===== src/rtl/pipe_pkg.sv =====
// Shared constants and helpers for the pipeline control unit.
// Optional performance counters are enabled with the PIPE_CTRL_PERF_EN macro.
package pipe_pkg;

    localparam int DEF_STAGES = 5;
    localparam int DEF_EXT_W  = 4;
    localparam int DEF_CNT_W  = 32;

    localparam int STG_F = 4;
    localparam int STG_D = 3;
    localparam int STG_E = 2;
    localparam int STG_M = 1;
    localparam int STG_W = 0;

    // Saturating increment for any counter up to 64 bits wide.
    function automatic logic [63:0] sat_inc(input logic [63:0] val, input int unsigned width);
        logic [63:0] max_val;
        max_val = (width >= 64) ? '1 : ((64'd1 << width) - 64'd1);
        return (val >= max_val) ? max_val : val + 64'd1;
    endfunction

endpackage


===== src/rtl/pipe_ext_cnt.sv =====
// Per-stage multi-cycle extend counter: qualifies extend pulses and
// counts down the remaining extra cycles of the stage.
module pipe_ext_cnt
    import pipe_pkg::*;
#(
    parameter int EXT_W = DEF_EXT_W
) (
    input  logic             clk,
    input  logic             rst,
    input  logic             extend,
    input  logic             valid,
    input  logic             flush,
    input  logic [EXT_W-1:0] len,
    output logic             hit,
    output logic             busy
);

    logic [EXT_W-1:0] ec;

    assign busy = (ec != '0);
    // A running counter, zero length or a bubble stage make the pulse a no-op.
    assign hit  = extend & valid & (len != '0) & ~busy;

    always_ff @(posedge clk or posedge rst) begin
        if (rst) begin
            ec <= '0;
        end else if (flush) begin
            ec <= '0;
        end else if (hit) begin
            ec <= len - EXT_W'(1);
        end else if (busy) begin
            ec <= ec - EXT_W'(1);
        end
    end

endmodule


===== src/rtl/pipe_ctrl.sv =====
// N-stage in-order pipeline control: stall/extend/flush to keep and dirty.
// Define PIPE_CTRL_PERF_EN to build the saturating performance counters.
module pipe_ctrl
    import pipe_pkg::*;
#(
    parameter int STAGES = DEF_STAGES,
    parameter int EXT_W  = DEF_EXT_W,
    parameter int CNT_W  = DEF_CNT_W
) (
    input  logic                    clk,
    input  logic                    rst,
    input  logic [STAGES-1:0]       stall,
    input  logic [STAGES-1:0]       flush,
    input  logic [STAGES-1:0]       extend,
    input  logic [STAGES*EXT_W-1:0] ext_len,
    output logic [STAGES-1:0]       keep,
    output logic [STAGES-1:0]       dirty,
    output logic [STAGES-1:0]       busy,
    input  logic                    perf_clr,
    output logic [CNT_W-1:0]        stall_cnt,
    output logic [CNT_W-1:0]        flush_cnt,
    output logic [CNT_W-1:0]        bubble_cnt
);

    logic [STAGES-1:0] v;
    logic [STAGES-1:0] v_nxt;
    logic [STAGES-1:0] hit;
    logic [STAGES-1:0] h;
    logic [STAGES-1:0] hold;
    logic [STAGES-1:0] up_v;
    logic [STAGES-1:0] up_hold;

    for (genvar g = 0; g < STAGES; g++) begin : g_ext
        pipe_ext_cnt #(.EXT_W(EXT_W)) u_ext (
            .clk    (clk),
            .rst    (rst),
            .extend (extend[g]),
            .valid  (v[g]),
            .flush  (flush[g]),
            .len    (ext_len[g*EXT_W +: EXT_W]),
            .hit    (hit[g]),
            .busy   (busy[g])
        );
    end

    assign h = stall | hit | busy;

    // A hold anywhere downstream (lower index) backs up every upstream stage.
    always_comb begin
        logic acc;
        hold = '0;
        acc  = 1'b0;
        for (int i = 0; i < STAGES; i++) begin
            acc     = acc | h[i];
            hold[i] = acc;
        end
    end

    // Fetch always has a fresh instruction behind it and is never held from above.
    assign up_v    = {1'b1, v[STAGES-1:1]};
    assign up_hold = {1'b0, hold[STAGES-1:1]};

    always_comb begin
        v_nxt = v;
        for (int i = 0; i < STAGES; i++) begin
            if (flush[i]) begin
                v_nxt[i] = 1'b0;
            end else if (hold[i]) begin
                v_nxt[i] = v[i];
            end else if (up_hold[i]) begin
                v_nxt[i] = 1'b0;
            end else begin
                v_nxt[i] = up_v[i];
            end
        end
    end

    always_ff @(posedge clk or posedge rst) begin
        if (rst) begin
            v <= '0;
        end else begin
            v <= v_nxt;
        end
    end

    assign keep  = hold;
    assign dirty = ~v;

`ifdef PIPE_CTRL_PERF_EN
    logic [CNT_W-1:0] stall_q;
    logic [CNT_W-1:0] flush_q;
    logic [CNT_W-1:0] bubble_q;

    always_ff @(posedge clk or posedge rst) begin
        if (rst) begin
            stall_q  <= '0;
            flush_q  <= '0;
            bubble_q <= '0;
        end else if (perf_clr) begin
            stall_q  <= '0;
            flush_q  <= '0;
            bubble_q <= '0;
        end else begin
            if (keep[STAGES-1]) stall_q  <= CNT_W'(sat_inc(64'(stall_q), CNT_W));
            if (|flush)         flush_q  <= CNT_W'(sat_inc(64'(flush_q), CNT_W));
            if (dirty[0])       bubble_q <= CNT_W'(sat_inc(64'(bubble_q), CNT_W));
        end
    end

    assign stall_cnt  = stall_q;
    assign flush_cnt  = flush_q;
    assign bubble_cnt = bubble_q;
`else
    logic unused_perf_clr;
    assign unused_perf_clr = perf_clr;
    assign stall_cnt  = '0;
    assign flush_cnt  = '0;
    assign bubble_cnt = '0;
`endif

endmodule


===== config.mk =====
export PLATFORM = sky130hd
export DESIGN_NAME = pipe_ctrl
export DESIGN_NICKNAME = d
export VERILOG_FILES = /design/src/rtl/pipe_pkg.sv /design/src/rtl/pipe_ext_cnt.sv /design/src/rtl/pipe_ctrl.sv
export SDC_FILE = /design/constraint.sdc
export NUM_CORES = 1
export LEC_CHECK = 0
export BUFFER_PORTS_ARGS = -buffer_cell sky130_fd_sc_hd__buf_4
export CORE_AREA = 2 2 78 80
export DETAILED_ROUTE_END_ITERATION = 10
export DIE_AREA = 0 0 80 82
export GPL_TIMING_DRIVEN = 0
export PLACE_DENSITY_LB_ADDON = 0.2
export SLEW_MARGIN = 20
export SYNTH_ARGS = -nofsm -noshare
export SYNTH_HDL_FRONTEND = slang
export SYNTH_SLANG_ARGS = --single-unit

===== constraint.sdc =====
create_clock -name clk -period 2 [get_ports clk]
set_input_delay 0.4 -clock clk [delete_from_list [all_inputs] [get_ports clk]]
set_output_delay 0.4 -clock clk [all_outputs]
set_load 0.1 [all_outputs]

==> results of run 1 <==
==> critical path, delay by kind of cell (launching register included) <==
kind / cells / cell delay (ps)
simple gates: 3 / 810
buf+inv: 2 / 340
flops: 1 / 380
compound gates: 1 / 360
==> per-layer routing <==
| layer | global-route usage [%] | vias to the layer above |
|---|---|---|
| li1 | - | 967 |
| met3 | 3.30 | 2 |
| met2 | 22.8 | 80 |
| met1 | 13.3 | 769 |
| met5 | 0 | - |
| met4 | 2.71 | 0 |
==> kinds of logic after synthesis <==
logic type,Yosys count
AOI/OAI and AO/OA,39
xor gates and xnor gates,5
adders and majority gates,5
buffers and inverters,110
DFF,25
muxes,1
other,1
and+or+nand+nor,64
==> layout make-up <==
class	instances	area (µm²)
inverters	8	30.0
flip-flops and latches	25	626
repair buffers	59	539
plain buffers	102	762
multi-input cells	210	1150
well taps	75	93.8
clock buffers	4	45.0
fillers	552	2500
==> synthesized netlist by cell type, types with 3 or more instances <==
cell type	count
a21oi_1	25
buf_4	101
nor2_1	17
or2_2	4
xor2_1	5
inv_1	8
dfrtp_1	25
or3_1	3
ha_1	5
nand2b_1	4
nor3_1	4
or4_1	6
nand3_1	5
nand2_1	7
==> stage by stage <==
stage               worst slack (ps)  hold WS (ps)  power, W
floorplan                      -1240           427   0.00328
global placement                -683           480   0.00365
detailed placement              -692           479   0.00366
CTS                             -652           287   0.00424
global route                    -671           274   0.00466
finish                          -568           290   0.00441
==> worst paths after layout <==
| check | from | end | slack [ps] | cells after the start |
|---|---|---|---|---|
| max in group asynchronous | rst | g_ext[3].u_ext.ec[1] | 1090 | 2 |
| min reg2reg | g_ext[1].u_ext.ec[3] | g_ext[1].u_ext.ec[3] | 530 | 2 |
| min | flush[1] | v[1] | 290 | 2 |
| min in group asynchronous | rst | g_ext[4].u_ext.ec[3] | 340 | 2 |
| max | g_ext[0].u_ext.ec[0] | keep[4] | -570 | 6 |
| max reg2reg | g_ext[0].u_ext.ec[0] | v[1] | -40 | 8 |
==> repair_timing <==
item                       4_1_cts  5_1_grt
setup endpoints to repair       14       20
pin swaps                        4        4
gates cloned                     0        0
resized for setup               22       15
buffers inserted                 5        3
==> registers in the layout, indices dropped and copies added (netlist names) <==
| register | flops |
|---|---|
| g_ext.u_ext.ec | 20 |
| v | 5 |
==> power by group <==
part	total (W)	leakage [nW]	internal, W	switching, W
clock	0.000289	0.0228	0.000142	0.000147
combinational	0.00339	1.43	0.00111	0.00228
sequential	0.000735	0.341	0.000629	0.000105
==> metrics, run 1 <==
max incr delay on CP 540 ps; CTS max path bufs 2; RSZ-0062 raised after global routing true; share of post-route cells with drive strength above 1 45.1%; Detailed Place HPWL roughly 3600 µm; DRT antenna net count 0; pwr/cell area 1360 nW/µm²; met2 WL post-DR 2140 µm; setup TNS -2660 ps; max-slew violations 0; DR WL/cell 8.81 µm; fin crit period 2570 ps; clock skew 6.13 ps; routed vias/inst roughly 3.8; type of the worst setup path reg -> out; largest net degree at the start of global routing 26; post-synthesis mux area share 0.468%; htree depth 1; I/O Buffers 51; largest family of logic cells by synthesized area buffers and inverters; synthesized area per cell 8.55 µm²; violated checks negative setup slack; xor/xnor share of the synthesized area a little over 2%; Final setup violation count 7; dpl cells 471; leading area contributor after synthesis buf_4; Root Driver clkbuf_8; first-pass GRT wire length 6490 µm; Synth top area share 35.5%; routed length on met1 between 1500 and 2000 µm; Post-Syn Instances 250; post-synthesis compound-gate area fraction 11.2%; drt total wl 4260 µm; #FFs+latches synth 25; worst-margin pin slew 923 ps; highest clock rate 0.389 GHz; leakage power roughly 1.8 nW; Die Y 82 µm; top cells by area, synth buf_4, dfrtp_1, a21oi_1; maximum vdd drop 1.37 mV; DR top layer met4; endpoint class of the critical path output pin; WP data arrival between 2000 and 2500 ps; die area roughly 6600 µm²; adder-cell share of the synthesized area 2.93%; number of distinct library cells after synthesis 37; initial DRC count 38; Final Cell Area 3250 µm²; Max FO, Critical Path 8; post-synthesis sequential area ratio 29.3%; Routed met3 length 511 µm; Req. time, crit path 1600 ps; EDFF count, synth 0; Synth-to-Final Area Change 51.9%; CP Launch Type flip-flop; Num CTS Buffers 3; CTS clock-pin slew for the worst setup and hold paths 90 ps; clock latency on the worst-skew pair around 260 ps; DP Area 2970 µm²; final hold violation count 0; dominant synthesized flop cell dfrtp_1; outcome finished, violations left; Min-Delay Path Class in -> reg; via count 1818; hold_buf cts 0; synthesized area ~2100 µm²; Cell Rows 28; FFs w/ async S/R, synth 100%; I/O pin cnt 149; crit path cell chain or4_4 > a311o_2 > nor3_4 > buf_12 > nand4_1 > buf_8; commonest cells after routing, fill and taps aside buf_4, conb_1, dfrtp_1; fin util 56.5%; Die Wd ~80 µm; vias in the first global route between 1500 and 2000; gr usage total 12.0%; RD Place Congestion roughly 0.80; fin nets 452; total gr overflow 0; Tcrit/Tclk final 128%; CTS tree built; DRC 0; worst rel slew slack 38.4%; Synth warnings 0; number of max-cap violations 0; non-filler cells, final 483; Critical-path top delay cell or4_4; commonest non-fill, non-tap cell in the layout buf_4; Placeable Area 5750 µm²; Initial Utilization 37.2%; final worst setup slack -568 ps; Inserted Diodes 0; Synth Area in Simple Gates 16.8%; clk sinks 25; initial antenna violation count 0; DR pass1 iterations 5
(Power assumes the default switching activity.)
==> run 2: changes to the inputs <==
- BUFFER_PORTS_ARGS: -buffer_cell sky130_fd_sc_hd__buf_4 -> -buffer_cell sky130_fd_sc_hd__buf_2
- CORE_AREA: 2 2 78 80 -> 5 5 81 83
- DIE_AREA: 0 0 80 82 -> 0 0 86 88
==> run 2 against run 1 <==
  * The flow still finishes with violations (negative setup slack)
  * Routed wire length is 14% higher
  * Core utilization is 1.3 points lower
  * Global-route usage hardly changed
  * Via count is 0.39% higher
  * Clock skew is 2.6 ps higher
  * Critical path depth stayed put
  * Total power is 3.4% higher
  * Sequential share of layout area is 0.33 points higher
  * Die area is 15% higher
  * Sequential cell count stayed put
  * Critical path type unchanged
  * Largest cell class unchanged
==> metrics, run 2 (synthesis results as in run 1) <==
fin crit period ~2600 ps; crit path cell chain or4_4 > a311o_2 > nor3_4 > buf_12 > nand4_1 > buf_8; Final setup violation count 7; DRC 0; CTS clock-pin slew for the worst setup and hold paths 90 ps; outcome finished, violations left; clock latency on the worst-skew pair between 200 and 300 ps; CTS max path bufs 2; final hold violation count 0; Largest regs g_ext.u_ext.ec: 20 flops, v: 5 flops; DP Area 2840 µm²; RSZ-0062 raised after global routing true; Synth-to-Final Area Change 49.4%; DR WL/cell 9.99 µm; final worst setup slack -599 ps; gr usage total ~12%; I/O pin cnt roughly 150; worst-margin pin slew 900 ps; share of post-route cells with drive strength above 1 a little under half; Placeable Area 5780 µm²; Initial Utilization 37.0%; pwr/cell area 1430 nW/µm²; Cell Rows 28; Max FO, Critical Path 8; worst hold slack 205 ps; Root Driver clkbuf_8; total gr overflow 0; Num CTS Buffers 3; routed vias/inst 3.76; CP Buf/Inv Count 2; clk sinks 25; endpoint class of the critical path output pin; Tcrit/Tclk final 130%; initial antenna violation count 0; RD Place Congestion 0.903; DP Worst Slack -751 ps; commonest non-fill, non-tap cell in the layout buf_4; drt total wl 4860 µm; max-slew violations 0; CTS tree built; Min-Delay Path Class in -> async; htree depth 1; initial DRC count 15; Die Wd between 80 and 90 µm; die area 7570 µm²; highest clock rate between 0.3 and 0.4 GHz; Detailed Place HPWL between 3000 and 4000 µm; max reg flops 20; Critical-path top delay cell or4_4; max incr delay on CP between 500 and 600 ps; commonest cells after routing, fill and taps aside buf_4, conb_1, buf_2; vias in the first global route roughly 1800; leakage power roughly 1.8 nW; type of the worst setup path reg -> out; CP top delay family simple AND/OR/NAND/NOR gates; Final Cell Area 3190 µm²; fin nets 455; Inserted Diodes 0; largest net degree at the start of global routing 26; worst rel slew slack between 30% and 40%; I/O Buffers 51; number of max-cap violations 0; clock skew 8.69 ps; WP data arrival 2200 ps; DRT antenna net count 0; maximum vdd drop 1.12 mV; violated checks negative setup slack; CP Launch Type flip-flop; DR pass1 iterations 4; largest reg by FF count g_ext.u_ext.ec; Die Y 88 µm; first-pass GRT wire length 7540 µm; Req. time, crit path 1600 ps; via count about 1800
run 2: cell count changes in the layout (fill, tap and decap cells not counted), moves of 2 or more:
cell and delta:
a21oi_1 -2, buf_6 -2, buf_2 +41, buf_4 -38, buf_8 +2
run 2: stage by stage:
step	utilization [%]	power, W	std cells	setup TNS [ps]
CTS	53.2	0.00431	481	-2920
floorplan	-	0.00328	345	-4900
global placement	49.2	0.00356	471	-3900
finish	55.2	0.00456	486	-2920
global route	55.2	0.00482	486	-3490
detailed placement	49.2	0.00357	471	-4030
run 2: cell type report:
type	count	area, µm²
plain buffers	102	762
clock buffers	4	45.0
fillers	551	2590
inverters	8	32.5
multi-input cells	210	1170
flip-flops and latches	25	626
well taps	75	93.8
repair buffers	62	467
run 2: final timing paths:
path                                 startpoint              endpoint  slack [ps]  cells after the start
min in group clk                       flush[0]                  v[0]         300                      2
max                        g_ext[0].u_ext.ec[0]               keep[4]        -600                      6
max in group asynchronous                   rst  g_ext[2].u_ext.ec[3]        1370                      2
max reg2reg                g_ext[0].u_ext.ec[0]                  v[1]         -10                      7
min reg2reg                g_ext[1].u_ext.ec[3]  g_ext[1].u_ext.ec[3]         530                      2
min                                         rst  g_ext[0].u_ext.ec[1]         200                      2
run 2: timing repair:
action / 4_1_cts / 5_1_grt
gates cloned: 0 / 0
gates resized for setup: 36 / 18
pin swaps: 4 / 7
endpoints found under the setup margin: 15 / 21
buffers inserted: 6 / 5
hold buffers: 0 / 0
run 2: worst reg2reg max path: stages (launching register included):
cell,delay (ps)
dfrtp_1,390
or4_4,540
a311o_2,360
nor3_4,170
buf_12,150
buf_4,120
nand3_1,80
a21oi_1,130
run 2: metal layers:
layer	share of wire, %	track usage (%)	wire length (µm)
met1	36	14.4	1740
met2	51	20.7	2500
met3	12	3.67	582
met4	0.78	3.60	38
met5	0	0	0
run 2: power breakdown:
group	switching, W	internal (W)
clock network	0.000148	0.000142
logic	0.00233	0.00120
registers	0.000110	0.000630
total	0.00259	0.00198
